## config.mk

```make
export PLATFORM = sky130hd
export DESIGN_NAME = seq_cla_adder
export DESIGN_NICKNAME = d
export VERILOG_FILES = /design/src/rtl/seq_cla_adder.sv
export SDC_FILE = /design/constraint.sdc
export NUM_CORES = 1
export LEC_CHECK = 0
export CAP_MARGIN = 20
export CORE_ASPECT_RATIO = 1.2
export CORE_MARGIN = 3
export CORE_UTILIZATION = 49
export CTS_CLUSTER_SIZE = 12
export DETAILED_ROUTE_END_ITERATION = 10
export GPL_ROUTABILITY_DRIVEN = 0
export PLACE_DENSITY = 0.82
export SYNTH_ARGS = -nofsm -noshare
export SYNTH_HDL_FRONTEND = slang
export SYNTH_SLANG_ARGS = --single-unit
```

## constraint.sdc

```tcl
create_clock -name clk -period 5.4 [get_ports clk]
set_clock_uncertainty 0.05 [all_clocks]
set_input_delay 0.81 -clock clk [delete_from_list [all_inputs] [get_ports clk]]
set_output_delay 0.81 -clock clk [all_outputs]
set_load 0.005 [all_outputs]
```

## src/rtl/seq_cla_adder.sv

```systemverilog
// Purpose: sequential adder/subtractor, one 4-bit carry-lookahead group per cycle.
// Latency: start at edge k -> busy for cycles k+1..k+NG, done pulse in cycle k+NG+1.
// Backpressure: none; start is only sampled in IDLE, requests while busy are dropped.
module seq_cla_adder #(
    parameter int WIDTH = 16
) (
    input  logic             clk,
    input  logic             rst,
    input  logic             start,
    input  logic             sub,
    input  logic [WIDTH-1:0] a,
    input  logic [WIDTH-1:0] b,
    input  logic             cin,
    output logic [WIDTH-1:0] sum,
    output logic             cout,
    output logic             ovf,
    output logic             p,
    output logic             g,
    output logic             busy,
    output logic             done
);

    localparam int NG = WIDTH / 4;
    localparam int IW = (NG > 1) ? $clog2(NG) : 1;

    typedef enum logic [1:0] {
        IDLE,
        RUN,
        DONE
    } state_t;

    state_t          state;
    state_t          state_nxt;

    // Operands are captured at start so later input changes cannot disturb the result.
    logic [WIDTH-1:0] a_r;
    logic [WIDTH-1:0] b_r;
    logic             carry;
    logic [IW-1:0]    idx;
    logic             pacc;
    logic             gacc;

    logic [3:0]       ga;
    logic [3:0]       gb;
    logic [3:0]       bp;
    logic [3:0]       bg;
    logic [3:0]       gs;
    logic [4:0]       c;
    logic             grp_p;
    logic             grp_g;
    logic             last;

    // 4-bit carry-lookahead over the group currently selected by idx.
    always_comb begin
        ga    = a_r[{idx, 2'b00} +: 4];
        gb    = b_r[{idx, 2'b00} +: 4];
        bp    = ga ^ gb;
        bg    = ga & gb;
        c[0]  = carry;
        c[1]  = bg[0] | (bp[0] & c[0]);
        c[2]  = bg[1] | (bp[1] & bg[0]) | (bp[1] & bp[0] & c[0]);
        c[3]  = bg[2] | (bp[2] & bg[1]) | (bp[2] & bp[1] & bg[0])
              | (bp[2] & bp[1] & bp[0] & c[0]);
        grp_p = &bp;
        grp_g = bg[3] | (bp[3] & bg[2]) | (bp[3] & bp[2] & bg[1])
              | (bp[3] & bp[2] & bp[1] & bg[0]);
        c[4]  = grp_g | (grp_p & c[0]);
        gs    = bp ^ c[3:0];
        last  = (idx == IW'(NG - 1));
    end

    // State register.
    always_ff @(posedge clk) begin
        if (rst) begin
            state <= IDLE;
        end else begin
            state <= state_nxt;
        end
    end

    // Next-state and status outputs; DONE always returns to IDLE after one cycle.
    always_comb begin
        state_nxt = state;
        busy      = 1'b0;
        done      = 1'b0;
        case (state)
            IDLE: begin
                if (start) begin
                    state_nxt = RUN;
                end
            end
            RUN: begin
                busy = 1'b1;
                if (last) begin
                    state_nxt = DONE;
                end
            end
            DONE: begin
                done      = 1'b1;
                state_nxt = IDLE;
            end
            default: begin
                state_nxt = IDLE;
            end
        endcase
    end

    // Datapath: capture on start, then ripple one group per cycle through the carry register.
    always_ff @(posedge clk) begin
        if (rst) begin
            a_r   <= '0;
            b_r   <= '0;
            carry <= 1'b0;
            idx   <= '0;
            pacc  <= 1'b0;
            gacc  <= 1'b0;
            sum   <= '0;
            cout  <= 1'b0;
            ovf   <= 1'b0;
            p     <= 1'b0;
            g     <= 1'b0;
        end else begin
            case (state)
                IDLE: begin
                    if (start) begin
                        a_r   <= a;
                        b_r   <= sub ? ~b : b;
                        carry <= sub ? 1'b1 : cin;
                        idx   <= '0;
                        pacc  <= 1'b1;
                        gacc  <= 1'b0;
                    end
                end
                RUN: begin
                    sum[{idx, 2'b00} +: 4] <= gs;
                    carry <= c[4];
                    pacc  <= grp_p & pacc;
                    gacc  <= grp_g | (grp_p & gacc);
                    idx   <= idx + 1'b1;
                    // Word-level flags only change once the MSB group is resolved.
                    if (last) begin
                        cout <= c[4];
                        ovf  <= c[3] ^ c[4];
                        p    <= grp_p & pacc;
                        g    <= grp_g | (grp_p & gacc);
                    end
                end
                default: begin
                end
            endcase
        end
    end

endmodule
```

# Word level (Yosys, flattened, before mapping)
# Index checks and enable logic that the tools add are counted.
# classes
n_mux,16
n_shift,4
eq_ne,5
reduce_logical,7
bitwise_logic,33
div_mod_pow,0
multipliers,0
addsub,2
magnitude_cmp,0
# ops
operator,count
variable part select 16 x 5 -> 4 bit,2
bitwise AND 1 bit,17
bitwise mux 16 bit,1
2-to-1 mux 16 bit,1
inverter 16 bit,1
variable shift 4 x 6 -> 16 bit (first input constant),1
variable part select 4 x 6 -> 16 bit,1
OR 1 bit,11
one-hot mux 2 bit (2 select lines),2
AND reduction 2 bit,4
XOR 4 bit,2
2-to-1 mux 1 bit,6
2-to-1 mux 2 bit,3
negator 4 -> 6 bit,1
one-hot mux 1 bit (2 select lines),3
bitwise AND 4 bit,1
== test 2 bit (second input constant),2
inequality test 2 bit (second input constant),2
AND reduction 4 bit,1
adder 2 x 1 -> 2 bit (second input constant),1
== test 2 x 1 -> 1 bit (second input constant),1
zero test 2 bit,1
nonzero test 2 bit,1
XOR 1 bit,1
# totals
latchBits,0
word_cells,79
output_inout_bits,22
romBits,0
mem_count,0
ramBits,0
register_bits,59

# Logic depth before layout (Yosys ltp)
# logic_depth
ltp_word,9
ltp_mapped,7

# Worst setup path before layout
# No wires, ideal clock.
# synth_path
kind,reg2reg
start,register idx[0]
end,register sum[11]
required_ps,5224
path_stages_with_launch,8
synth_period_minus_slack_ps,2608
slack_ps,2792
n_path_buf,1
arrival_time_ps,2432
setup_time_ps,126
path_cell_list,dfxtp_1 buf_4 mux4_2 ha_1 a211oi_1 o21bai_2 xnor2_1 o21ai_1
# synth_between
elab_chain_len,9
word_cells_on_any_way,24
classes_between,1 x add/sub; 4 x shift; 1 x mux; 18 x bitwise
# synth_lines
item,line_no,text
start: declaration,39,logic [IW-1:0] idx;
start signal: assignment,139,idx <= idx + 1'b1;
"variable part select 16 x 5 -> 4 bit, on equally long branches","55, 56",
XOR 4 bit or bitwise AND 4 bit (tied branches),"57, 58",
"bitwise AND 1 bit, on equally long branches","62, 63",
OR 1 bit (tied with other cells),62,c[3] = bg[2] | (bp[2] & bg[1]) | (bp[2] & bp[1] & bg[0])
OR 1 bit or bitwise AND 1 bit (tied branches),"62, 63",
OR 1 bit,63,| (bp[2] & bp[1] & bp[0] & c[0]);
XOR 4 bit,68,gs = bp ^ c[3:0];
variable part select 4 x 6 -> 16 bit,135,"sum[{idx, 2'b00} +: 4] <= gs;"
bitwise mux 16 bit (*),135,
end signal: indexed assignment,135,
end: declaration,14,"output logic [WIDTH-1:0] sum,"
# Mark *: on every way between the ends. The rest lies on a longest branch, timed or not.
# A chain may end at the register's enable or synchronous reset.

# Final worst setup path
# layout_path
start,register idx[0]
end,register sum[15]
# The elaborated chain is that of the path after synthesis.

==> flow_metrics.py <==
metrics = {
    "grt": {
        "grt_pass1_wl_um": 10400,
        "antenna_found_initial": 0,
        "first_global_vias": 2162,
        "grt.overflow.total": 0,
        "grt_usage_pct": 20.8,
        "grt_max_degree": 64,
    },
    "logic_synthesis": {
        "syn_area_per_cell_um2": 9.46,
        "syn_nets": 345,
        "yosys-top-cells-area": "dfxtp_1 (42%), mux4_2 (6.4%), nand2_1 (5.9%), nor2_1 (5.6%), xnor2_1 (5.6%)",
        "yosysUniqueCellTypes": 46,
        "syn_area_mm2": 0.00281,
        "synth-seq-area-share_pct": 42.0,
        "ys.flop_type": "dfxtp_1",
        "synth_top_area_cell": "dfxtp_1",
        "yosysTopAreaCellShare_pct": 42.0,
        "ys_top_cells_by_count": "dfxtp_1 (59), nand2_1 (44), nor2_1 (42), a21oi_1 (23)",
        "syn-instance-count": 297,
        "async_reset_ff_share_pct": 0,
        "ys_seq_elements": 59,
        "synth_warnings": 0,
        "synth_edf_count": 0,
        "synth.most_common_cell": "dfxtp_1",
    },
    "power": {
        "p_total_mw": 1.00,
        "swShare_pct": 26.9,
        "leakagePower_nw": 1.29,
        "max-vdd-ir-drop_uv": 169,
        "pwr_density_cell_mw_per_mm2": 282,
        "p_comb_share_pct": 16.9,
        "power_frac_seq_pct": 47.8,
        "power_frac_clock_pct": 35.3,
        "p_switching_mw": 0.269,
        "internal_power_mw": 0.731,
    },
    "cells_and_area": {
        "area_growth_pct": 26.1,
        "diodes": 0,
        "drive_above_1_share_pct": 10.4,
        "final_nets": 398,
        "finalNonFillerCells": 417,
    },
    "setup_path": {
        "cp_data_required_time_ps": 5530,
        "ff2ff_path_depth": 6,
        "cp.arrival_ps": 3250,
        "critPathKind": "reg -> reg",
        "path_max_fanout": 17,
        "setup.worst_path.start_class": "register",
        "critPathCaptureType": "register",
    },
    "cts": {
        "cts_resized": 0,
        "clock_sinks": 59,
        "clk_pin_slew_ps": 70,
        "cts_tree": "done",
        "cts_root_buf": "clkbuf_8",
        "cts_buffers": 9,
        "cts_hold_repair.buffers": 0,
        "postCtsSetupBuffers": 0,
        "clockBufferDepth": 2,
        "insertion_delay_ps": 340,
        "htreeDepth": 3,
    },
    "timing": {
        "hold_slack_ps": 402,
        "fmax_mhz": 321,
        "rsz0062_at_grt": "false",
        "slew_headroom_pct": 28.2,
        "hold_viol": 0,
        "setup_tns_ps": 0,
        "slew_viol_final": 0,
        "finalSetupViolCount": 0,
        "tightest_slew_ps": 1080,
        "final.period_utilization_pct": 57.7,
        "fin_crit_ps": 3110,
    },
    "drt": {
        "via_per_inst": 5.60,
        "drtPass1Iterations": 4,
        "dr.first_iter.drc_count": 168,
        "final_antenna_net_count": 0,
        "vias": 2335,
        "routed_wl_um": 6220,
        "wl_per_cell_um": 14.9,
        "drc": 0,
    },
    "floorplanning": {
        "start_util_pct": 52.0,
        "fp.dieArea_mm2": 0.00668,
        "core_mm2": 0.00541,
        "die_w_um": 75.1,
        "pin_count": 59,
        "die_h_um": 88.9,
        "num_rows": 29,
    },
    "placed_design": {
        "dp_hpwl_um": 4440,
        "io_buffers": 58,
        "dp_cells": 401,
    },
    "job": {
        "cap_viol_max_count": 0,
    },
    "min_path": {
        "hold_depth": 2,
        "min_path_type": "reg -> reg",
    },
    "outcome": {
        "outcome": "complete, no violations",
    },
}
==> state kept, by name, indices dropped and copies added, names as in the netlist <==
register,flops
a_r,16
b_r,16
sum,16
idx,2
state,2
carry,1
cout,1
g,1
gacc,1
ovf,1
p,1
pacc,1
==> logic make-up (layout without fill, tap and decap cells) <==
logic type,count (synthesis),after routing,share of synthesized area (%)
simple gates,111,111,20.1
compound gates,68,68,16.2
flops,59,59,42.0
buf+inv,21,79,4.14
xor+xnor,19,19,5.92
fa+ha+maj,11,11,5.17
mux,8,8,6.41
==> power groups by stage <==
stage / Combinational [mW] / Sequential [mW] / Clock, mW
floorplan: 0.117 / 0.479 / 0
global placement: 0.162 / 0.487 / 0
detailed placement: 0.168 / 0.488 / 0
CTS: 0.169 / 0.479 / 0.359
global route: 0.187 / 0.481 / 0.378
finish: 0.169 / 0.479 / 0.353
==> placed cells by master (no fill, tap or decap), types with 2 or more instances in the layout <==
cell type	count
inv_1	3
dfxtp_1	59
a22oi_1	8
nor3_1	2
nand2_1	44
nand3b_1	5
nand2b_1	3
clkinv_2	2
a32oi_1	4
ha_1	10
clkdlybuf4s50_1	57
a211oi_1	18
o21ai_0	3
clkbuf_8	11
xnor2_1	18
clkbuf_1	3
nand3_1	2
a21oi_1	23
o21ai_1	5
nor2_1	42
mux4_2	8
==> per-stage QoR <==
stage / setup WS (ps) / instance area [µm²] / util [%]
after floorplan: 2790 / 2810 / -
after global placement: 2430 / 3370 / 62.3
after detailed placement: 2270 / 3370 / 62.3
after CTS: 2250 / 3540 / 65.5
after global routing: 2080 / 3540 / 65.5
final: 2290 / 3540 / 65.5
==> path summary, 6_finish.rpt <==
kind / startpoint / end / slack, ps
hold / removal: a_r[5]$_SDFFE_PP0P_ / a_r[5]$_SDFFE_PP0P_ / 400
setup / recovery: idx[0]$_SDFFE_PP0P_ / sum[15]$_SDFFE_PP0P_ / 2290
hold reg to reg: a_r[5]$_SDFFE_PP0P_ / a_r[5]$_SDFFE_PP0P_ / 400
setup reg to reg: idx[0]$_SDFFE_PP0P_ / sum[15]$_SDFFE_PP0P_ / 2290
==> area by class of cell <==
cell class	count	area, µm²
Tap cell	62	77.6
Sequential cell	59	1180
Clock buffer	14	163
Fill cell	463	1860
Multi-Input combinational cell	217	1510
Clock inverter	2	10.0
Inverter	4	17.5
Timing Repair Buffer	59	583
==> per-layer routing <==
metal	track usage (%)	wire length [µm]	share of wire, %	up-vias
met2	33.0	3080	50	94
li1	-	-	-	1149
met4	10.7	210	3.4	0
met3	4.95	348	5.6	18
met5	0	0	0	-
met1	26.1	2580	42	1074
==> worst max-delay path: stages, from the launching register on <==
cell,delay (ps)
dfxtp_1,920
mux4_2,640
ha_1,370
a211oi_1,370
o21bai_2,150
xnor2_1,340
o31ai_1,100
No activity file was read; power rests on OpenSTA's default activity.
